$ cat config.mk
export PLATFORM = sky130hd
export DESIGN_NAME = nubus_slave_responder
export DESIGN_NICKNAME = d
export VERILOG_FILES = /design/src/rtl/nubus_pkg.sv /design/src/rtl/nubus_slave_decode.sv /design/src/rtl/nubus_slave_responder.sv
export SDC_FILE = /design/constraint.sdc
export NUM_CORES = 1
export LEC_CHECK = 0
export CORE_MARGIN = 4
export CORE_UTILIZATION = 37
export CTS_CLUSTER_SIZE = 25
export DETAILED_ROUTE_END_ITERATION = 12
export PLACE_DENSITY = 0.77
export SLEW_MARGIN = 25
export SYNTH_ARGS = -nofsm -noshare
export SYNTH_HDL_FRONTEND = slang
export SYNTH_SLANG_ARGS = --single-unit
$ cat constraint.sdc
create_clock -name nub_clkn -period 1.7 [get_ports nub_clkn]
set_input_delay 0.34 -clock nub_clkn [delete_from_list [all_inputs] [get_ports nub_clkn]]
set_output_delay 0.34 -clock nub_clkn [all_outputs]
set_load 0.1 [all_outputs]
$ cat src/rtl/nubus_pkg.sv
// Shared NuBus slave definitions: FSM states, TM status codes, slot prefix,
// access-size encodings and counter width.
package nubus_pkg;

    localparam int unsigned CNT_W = 8;

    typedef enum logic [1:0] {
        ST_IDLE   = 2'd0,
        ST_WDATA  = 2'd1,
        ST_ACCESS = 2'd2,
        ST_ACK    = 2'd3
    } state_t;

    // Active-high {tm1, tm0} status codes; inverted onto TM* by the responder
    localparam logic [1:0] TM_COMPLETE = 2'b00;
    localparam logic [1:0] TM_ERROR    = 2'b01;
    localparam logic [1:0] TM_TIMEOUT  = 2'b10;
    localparam logic [1:0] TM_TRYAGAIN = 2'b11;

    localparam logic [3:0] SLOT_PREFIX = 4'hF;

    typedef enum logic [1:0] {
        SZ_WORD  = 2'd0,
        SZ_HALF  = 2'd1,
        SZ_BYTE  = 2'd2,
        SZ_BLOCK = 2'd3
    } size_t;

endpackage

$ cat src/rtl/nubus_slave_decode.sv
// Combinational address match and mode/lane decode for the NuBus slave.
// Ports: idn (slot ID, active-low), adn_hi/adn_lo (AD*[31:24] and AD*[1:0]),
//        tm0n/tm1n (TM*), hit/write/block/wstrb (decoded, active-high).
module nubus_slave_decode
    import nubus_pkg::*;
#(
    parameter bit SUPER_EN = 1'b1
) (
    input  logic [3:0] idn,
    input  logic [7:0] adn_hi,
    input  logic [1:0] adn_lo,
    input  logic       tm0n,
    input  logic       tm1n,
    output logic       hit,
    output logic       write,
    output logic       block,
    output logic [3:0] wstrb
);

    logic [7:0] addr_hi;
    logic [3:0] id;
    logic [1:0] a;
    size_t      size;

    always_comb begin
        addr_hi = ~adn_hi;
        id      = ~idn;
        a       = ~adn_lo;
        hit     = (addr_hi == {SLOT_PREFIX, id}) || (SUPER_EN && (addr_hi[7:4] == id));
        write   = ~tm1n;

        // tm0 active selects a byte; otherwise the low address bits pick the size
        size = SZ_WORD;
        if (!tm0n) begin
            size = SZ_BYTE;
        end else begin
            case (a)
                2'b00:   size = SZ_WORD;
                2'b01:   size = SZ_BLOCK;
                default: size = SZ_HALF;
            endcase
        end
        block = (size == SZ_BLOCK);

        case (size)
            SZ_BYTE: wstrb = 4'(4'b0001 << a);
            SZ_HALF: wstrb = a[0] ? 4'b1100 : 4'b0011;
            SZ_WORD: wstrb = 4'b1111;
            default: wstrb = 4'b0000;
        endcase
        if (!write) begin
            wstrb = 4'b1111;
        end
    end

endmodule

$ cat src/rtl/nubus_slave_responder.sv
// NuBus slave responder: decodes slot/superslot accesses, performs one local
// memory access per transaction and answers with a single-cycle ACK* + TM*.
// Ports: nub_* bus side (active-low, *_o drive values, *oen_o enables),
//        slv_ackcyn (low in ACK cycle), mem_* local memory request/response.
module nubus_slave_responder
    import nubus_pkg::*;
#(
    parameter bit          SUPER_EN = 1'b1,
    parameter int unsigned MAX_WAIT = 64
) (
    input  logic        nub_clkn,
    input  logic        nub_reset,
    input  logic [3:0]  nub_idn,
    input  logic        nub_startn,
    input  logic        nub_ackn,
    input  logic        nub_tm0n,
    input  logic        nub_tm1n,
    input  logic [31:0] nub_adn,
    output logic        nub_ackn_o,
    output logic        nub_tm0n_o,
    output logic        nub_tm1n_o,
    output logic        nub_tmoen_o,
    output logic [31:0] nub_adn_o,
    output logic        nub_adoen_o,
    output logic        slv_ackcyn,
    output logic        mem_valid_o,
    output logic        mem_write_o,
    output logic [31:0] mem_addr_o,
    output logic [31:0] mem_wdata_o,
    output logic [3:0]  mem_wstrb_o,
    input  logic        mem_ready_i,
    input  logic        mem_err_i,
    input  logic [31:0] mem_rdata_i
);

    localparam logic [CNT_W-1:0] CNT_LAST = CNT_W'(MAX_WAIT - 1);

    state_t           state_q, state_d;
    logic [CNT_W-1:0] cnt_q, cnt_d;
    logic             blk_q, blk_d;

    logic             dec_hit, dec_write, dec_block;
    logic [3:0]       dec_wstrb;

    logic             ackn_d, tm0n_d, tm1n_d, tmoen_d, adoen_d, slv_d;
    logic [31:0]      adn_d;
    logic             valid_d, write_d;
    logic [31:0]      addr_d, wdata_d;
    logic [3:0]       wstrb_d;

    logic             ack_go, drive_ad;
    logic [1:0]       status;

    nubus_slave_decode #(.SUPER_EN(SUPER_EN)) u_decode (
        .idn    (nub_idn),
        .adn_hi (nub_adn[31:24]),
        .adn_lo (nub_adn[1:0]),
        .tm0n   (nub_tm0n),
        .tm1n   (nub_tm1n),
        .hit    (dec_hit),
        .write  (dec_write),
        .block  (dec_block),
        .wstrb  (dec_wstrb)
    );

    // State register
    always_ff @(posedge nub_clkn) begin
        if (nub_reset) begin
            state_q <= ST_IDLE;
        end else begin
            state_q <= state_d;
        end
    end

    // Next state and next registered outputs; bus drivers default to released
    always_comb begin
        state_d  = state_q;
        cnt_d    = cnt_q;
        blk_d    = blk_q;
        valid_d  = 1'b0;
        write_d  = mem_write_o;
        addr_d   = mem_addr_o;
        wdata_d  = mem_wdata_o;
        wstrb_d  = mem_wstrb_o;
        ackn_d   = 1'b1;
        tm0n_d   = 1'b1;
        tm1n_d   = 1'b1;
        tmoen_d  = 1'b1;
        adn_d    = '1;
        adoen_d  = 1'b1;
        slv_d    = 1'b1;
        ack_go   = 1'b0;
        drive_ad = 1'b0;
        status   = TM_COMPLETE;

        case (state_q)
            ST_IDLE: begin
                // ACK* low alongside START* is an attention cycle, not a start
                if (!nub_startn && nub_ackn && dec_hit) begin
                    write_d = dec_write;
                    addr_d  = {~nub_adn[31:2], 2'b00};
                    wstrb_d = dec_wstrb;
                    blk_d   = dec_block;
                    cnt_d   = '0;
                    if (dec_write) begin
                        state_d = ST_WDATA;
                    end else if (dec_block) begin
                        ack_go = 1'b1;
                        status = TM_ERROR;
                    end else begin
                        state_d = ST_ACCESS;
                        valid_d = 1'b1;
                    end
                end
            end
            ST_WDATA: begin
                wdata_d = ~nub_adn;
                if (blk_q) begin
                    ack_go = 1'b1;
                    status = TM_ERROR;
                end else begin
                    state_d = ST_ACCESS;
                    valid_d = 1'b1;
                end
            end
            ST_ACCESS: begin
                // Ready takes priority over expiry in the same cycle
                if (mem_ready_i) begin
                    ack_go   = 1'b1;
                    status   = {1'b0, mem_err_i};
                    drive_ad = !mem_write_o && !mem_err_i;
                end else if (cnt_q == CNT_LAST) begin
                    ack_go = 1'b1;
                    status = TM_TRYAGAIN;
                end else begin
                    cnt_d   = cnt_q + CNT_W'(1);
                    valid_d = 1'b1;
                end
            end
            ST_ACK: begin
                state_d = ST_IDLE;
            end
            default: begin
                state_d = ST_IDLE;
            end
        endcase

        if (ack_go) begin
            state_d = ST_ACK;
            ackn_d  = 1'b0;
            tmoen_d = 1'b0;
            tm1n_d  = ~status[1];
            tm0n_d  = ~status[0];
            slv_d   = 1'b0;
            if (drive_ad) begin
                adoen_d = 1'b0;
                adn_d   = ~mem_rdata_i;
            end
        end
    end

    // Counter, latched mode and output registers
    always_ff @(posedge nub_clkn) begin
        if (nub_reset) begin
            cnt_q       <= '0;
            blk_q       <= 1'b0;
            nub_ackn_o  <= 1'b1;
            nub_tm0n_o  <= 1'b1;
            nub_tm1n_o  <= 1'b1;
            nub_tmoen_o <= 1'b1;
            nub_adn_o   <= '1;
            nub_adoen_o <= 1'b1;
            slv_ackcyn  <= 1'b1;
            mem_valid_o <= 1'b0;
            mem_write_o <= 1'b0;
            mem_addr_o  <= '0;
            mem_wdata_o <= '0;
            mem_wstrb_o <= '0;
        end else begin
            cnt_q       <= cnt_d;
            blk_q       <= blk_d;
            nub_ackn_o  <= ackn_d;
            nub_tm0n_o  <= tm0n_d;
            nub_tm1n_o  <= tm1n_d;
            nub_tmoen_o <= tmoen_d;
            nub_adn_o   <= adn_d;
            nub_adoen_o <= adoen_d;
            slv_ackcyn  <= slv_d;
            mem_valid_o <= valid_d;
            mem_write_o <= write_d;
            mem_addr_o  <= addr_d;
            mem_wdata_o <= wdata_d;
            mem_wstrb_o <= wstrb_d;
        end
    end

endmodule

# Yosys cells after proc, flatten, opt, wreduce, memory -nomap -nowiden
# Cells that the tools add are included.
# op_classes
bitwise	11
shift	1
add_sub_neg	1
reduce_logical	17
n_eq_ne	16
mux	40
# op_table
cell	count
$not 32->32	2
$not 30->30	1
$mux 8	3
$mux 1	20
$mux 2	8
$pmux 8 s2	1
$pmux 2 s3	2
$pmux 4 s3	1
$add 8x1->8 const B	1
$eq 2x2->1 const B	4
$eq 8x6->1 const B	1
$eq 8x8->1	1
$mux 4	2
$not 8->8	1
$reduce_and 4->1	2
$eq 2x1->1 const B	3
$logic_not 2->1	3
$ne 2x2->1 const B	3
$ne 3x3->1 const B	2
$pmux 1 s3	2
$not 1->1	5
$eq 4x4->1	1
$ne 4x4->1 const B	1
$not 4->4	1
other kinds (11)	15
# totals
input_bits	76
output_inout_bits	108
elab_cells	99
reg_bits	115

# Longest topological paths before layout
# depth
word_depth	11
depth_mapped	7
mapped_depth_nobuf	6

# By module
# From an unflattened synthesis, not the netlist that was laid out.
# hier_totals
hier_cells	420
hier_area_um2	4007.6
# modules_own_cells
mod	area_per_inst_um2	n_inst	cells_per_inst	seq_area_each_um2
nubus_slave_responder	3837.4	1	395	2302.2
nubus_slave_decode	170.2	1	25	0.0

# Least setup slack after synthesis
# Ideal clock, no wire load.
# synth_path
path_kind	reg2out
from	register, netlist name slv_ackcyn
to	output port nub_tmoen_o
arrival_ns	1.374
path_buffers	1
slack_ns	-0.014
path_stages_with_launch	2
required_time_ns	1.360
path_cell_list	dfxtp_1 > buf_4
# synth_lines
element	line_no	source
to (decl)	nubus_slave_responder.sv:22	output logic nub_tmoen_o,

# Worst setup path in the final report
# layout_path
from	input port nub_adn[28]
to	register mem_addr_o[31]
# layout_between
elab_chain_len	5
elab_cells_between_ends	6
cone_classes	eq/ne (2); bitwise (1); reduce/logical (3)
# layout_lines
element	line_no	source
from (decl)	nubus_slave_responder.sv:18	input logic [31:0] nub_adn,
$not 8->8 *	nubus_slave_decode.sv:26	addr_hi = ~adn_hi;
$eq 8x8->1 / $eq 4x4->1 (equally long branches)	nubus_slave_decode.sv:29	hit = (addr_hi == {SLOT_PREFIX, id}) || (SUPER_EN && (addr_hi[7:4] == id));
$logic_or 1x1->1 *	nubus_slave_decode.sv:29	
$logic_and 1x1->1 *	nubus_slave_responder.sv:99	if (!nub_startn && nub_ackn && dec_hit) begin
$reduce_and 2->1 (no source line) *	--	
to (signal assigned)	nubus_slave_responder.sv:191	mem_addr_o <= addr_d;
to (decl)	nubus_slave_responder.sv:28	output logic [31:0] mem_addr_o,
# Every way passes the cells marked *; elsewhere a longest branch is shown, timed or not.
# A chain may end at the register's enable or synchronous reset.

==> impl_metrics.yaml <==
drt:
  vias_per_cell: 4.96
  drcViolationCount: 0
  final_antenna_net_count: 0
  wl_per_cell_um: 18.0
  firstDrtPassIters: 4
  vias: 3818
  drtIter0Drc: 187
  drt-total-wl_mm: 13.9
sta:
  period_minus_slack_ns: 1.68
  fmax_mhz: 594
  setup_slack_ns: 0.0178
  fin_skew_ns: 0.0108
  finalSetupViolCount: 0
  rsz0062_at_grt: "true"
  hold_viol: 0
  slew_viol_final: 0
  finalSetupTns_ns: 0
  fin_crit_sh: 0.990
global_routing:
  grt_max_degree: 64
  grt_pass1_wl_mm: 21.3
  antenna_found_initial: 0
  grt_usage: 0.216
  grt_overflow: 0
  grt_pass1_vias: 3975
synth:
  syn_avg_cell_area_um2: 9.64
  synth_warnings: 0
  synth_ff_type: "dfxtp_1"
  netlist_area_um2: 3940
  yosysSeqAreaShare: 0.584
  synthCells: 409
  synth-edff-count: 0
  synthArstFlopShare: 0
  synth_cell_types: 38
  synth-seq-cells: 115
floorplan:
  ios: 184
  die-height_um: 111
  core_area_um2: 10400
  start_util: 0.380
  rows: 37
  die_area_um2: 12400
  die_w_um: 111
finish:
  layout-drive-gt1-share: 0.344
  final_cell_mix: "dfxtp_1 (113), buf_12 (112), clkdlybuf4s50_1 (73)"
  synthToLayoutAreaGrowth_pct: 106
  insertedDiodeCount: 0
  fin_cells: 769
  fin_nets: 697
  filler_cell_count: 593
  mostFrequentLayoutCell: "dfxtp_1"
placement:
  gp_routability_congestion: 0.862
  placed_cells: 730
  hpwl_mm: 9.50
  io_buffer_count: 181
  pre_cts_ws_ns: -0.600
job:
  max_cap_violations: 0
critical_path:
  worstPathCellList: "clkdlybuf4s50_1 > nor4_4 > nand2_1 > o22ai_4 > buf_12 > buf_8 > buf_16 > buf_6 > a211oi_2"
  critPathRequiredTime_ns: 2.08
  critPathCaptureType: "flip-flop"
  cp_max_fo: 6
  r2r_start: "cnt_q[0]"
  crit_type: "primary input to flip-flop"
  cp-start-kind: "primary input"
  worstReg2RegEnd: "cnt_q[6]"
  ff2ff_setup_slack_ns: 0.04
  cp_slowest_stage_delay_ns: 0.52
  arrival_ns: 2.06
  slowest_stage: "clkdlybuf4s50_1"
  rr_worst_depth: 6
cts:
  cts_tree: "built"
  cts_buffers: 17
  cts-root-buf: "clkbuf_8"
  clock_latency_ns: 0.51
  clock_sinks: 115
  htree_levels: 4
  path_clk_slew_ns: 0.06
  clockBufferDepth: 2
hold_path:
  holdPathStages: 2
  worstHoldStart: "nub_reset"
  min_to: "cnt_q[7]"
  hold_path_class: "primary input to flip-flop"
pwr:
  p_total_mw: 7.28
  power_density_nw_per_um2: 897
  peakVddDrop_v: 0.000614
  leakagePower_nw: 3.04
run_status:
  status: "complete, no violations"
==> cell type report <==
class,instances,area (um2),share of cell area
clock buffer,19,442,0.0544
clock inverter,13,171,0.0211
inverter,5,18.8,0.00231
multi-input combinational,258,1660,0.204
sequential,115,2300,0.284
tap,136,170,0.0210
timing repair buffer,223,3350,0.413
==> synth_stat cells (2+ instances only) <==
cell | number | area, um2
a211oi_1 | 63 | 473
a21oi_1 | 6 | 30.0
a311oi_1 | 4 | 35.0
and3_1 | 3 | 18.8
buf_1 | 6 | 22.5
buf_2 | 5 | 25.0
buf_4 | 5 | 37.5
clkbuf_1 | 17 | 63.8
dfxtp_1 | 115 | 2300
inv_1 | 5 | 18.8
nand2_1 | 38 | 143
nand2b_1 | 3 | 18.8
nand3_1 | 10 | 50.1
nor2_1 | 77 | 289
nor2b_1 | 4 | 25.0
nor3_1 | 6 | 30.0
nor3b_1 | 3 | 22.5
o21ai_0 | 6 | 30.0
xnor2_1 | 13 | 114
xor2_1 | 2 | 17.5
==> layer usage <==
layer	up-vias	track usage	part of all wire	wire length [um]
li1	1843	-	-	-
met1	1809	0.242	0.40	5510
met2	160	0.384	0.52	7260
met3	6	0.0759	0.071	982
met4	0	0.0633	0.0071	98
met5	-	0	0	0
==> through the flow <==
stage | area, um2 | util | hold slack (ns)
after detailed placement | 7170 | 0.692 | 0.516
after global routing | 8110 | 0.782 | 0.144
after CTS | 7850 | 0.757 | 0.136
final | 8110 | 0.782 | 0.152
after floorplan | 3950 | - | 0.402
after global placement | 7170 | 0.692 | 0.499
==> worst max-delay path by stage <==
stage           startpoint             end  slack [ns]  depth (start not counted)
3_3_place_gp   nub_adn[29]           blk_q       -0.49                          7
4_1_cts         state_q[1]     mem_write_o        0.02                          6
5_1_grt         state_q[0]  mem_addr_o[31]       -0.07                          7
2_1_floorplan  mem_write_o    nub_adn_o[0]      0.0003                          3
6_report       nub_adn[28]  mem_addr_o[31]        0.02                          9
3_5_place_dp   nub_adn[28]  mem_wstrb_o[0]       -0.60                          7
==> critical path, delay by kind of cell <==
family | cells | cell delay [ns]
and+or+nand+nor | 2 | 0.49
AOI/OAI and AO/OA | 2 | 0.20
buffers and inverters | 5 | 1.04
==> report_power, final <==
group | internal (mW) | total [mW] | switching, mW | leakage (nW)
combinational | 0.388 | 0.847 | 0.458 | 1.82
clock | 2.33 | 3.67 | 1.34 | 0.296
sequential | 2.73 | 2.76 | 0.0359 | 0.929
total | 5.45 | 7.28 | 1.83 | 3.04
==> state kept, by name, indices dropped and copies added, names as in the netlist <==
signal / flops
mem_wstrb_o: 4
blk_q: 1
cnt_q: 8
nub_adn_o: 32
mem_write_o: 1
nub_tm1n_o: 1
nub_tm0n_o: 1
slv_ackcyn: 1
mem_addr_o: 30
nub_adoen_o: 1
mem_valid_o: 1
state_q: 2
mem_wdata_o: 32
==> kinds of logic (layout without fill, tap and decap cells) <==
| logic type | after synthesis | in the layout | synth area share |
|---|---|---|---|
| AND/OR/NAND/NOR | 152 | 152 | 0.171 |
| flip-flops | 115 | 115 | 0.584 |
| AO/OA/AOI/OAI | 85 | 86 | 0.160 |
| buffers and inverters | 38 | 260 | 0.0425 |
| XOR/XNOR | 15 | 15 | 0.0333 |
| multiplexers | 2 | 2 | 0.00540 |
| adder cells (fa/ha/maj) | 1 | 1 | 0.00317 |
| other | 1 | 2 | 0.000951 |
==> repair_timing <==
item,in CTS,in global routing
hold buffers,0,0
gates cloned,1,4
gates resized for setup,7,35
endpoints found under the setup margin,28,44
setup buffers,1,1
pin swaps,1,21
(Power assumes the default switching activity.)
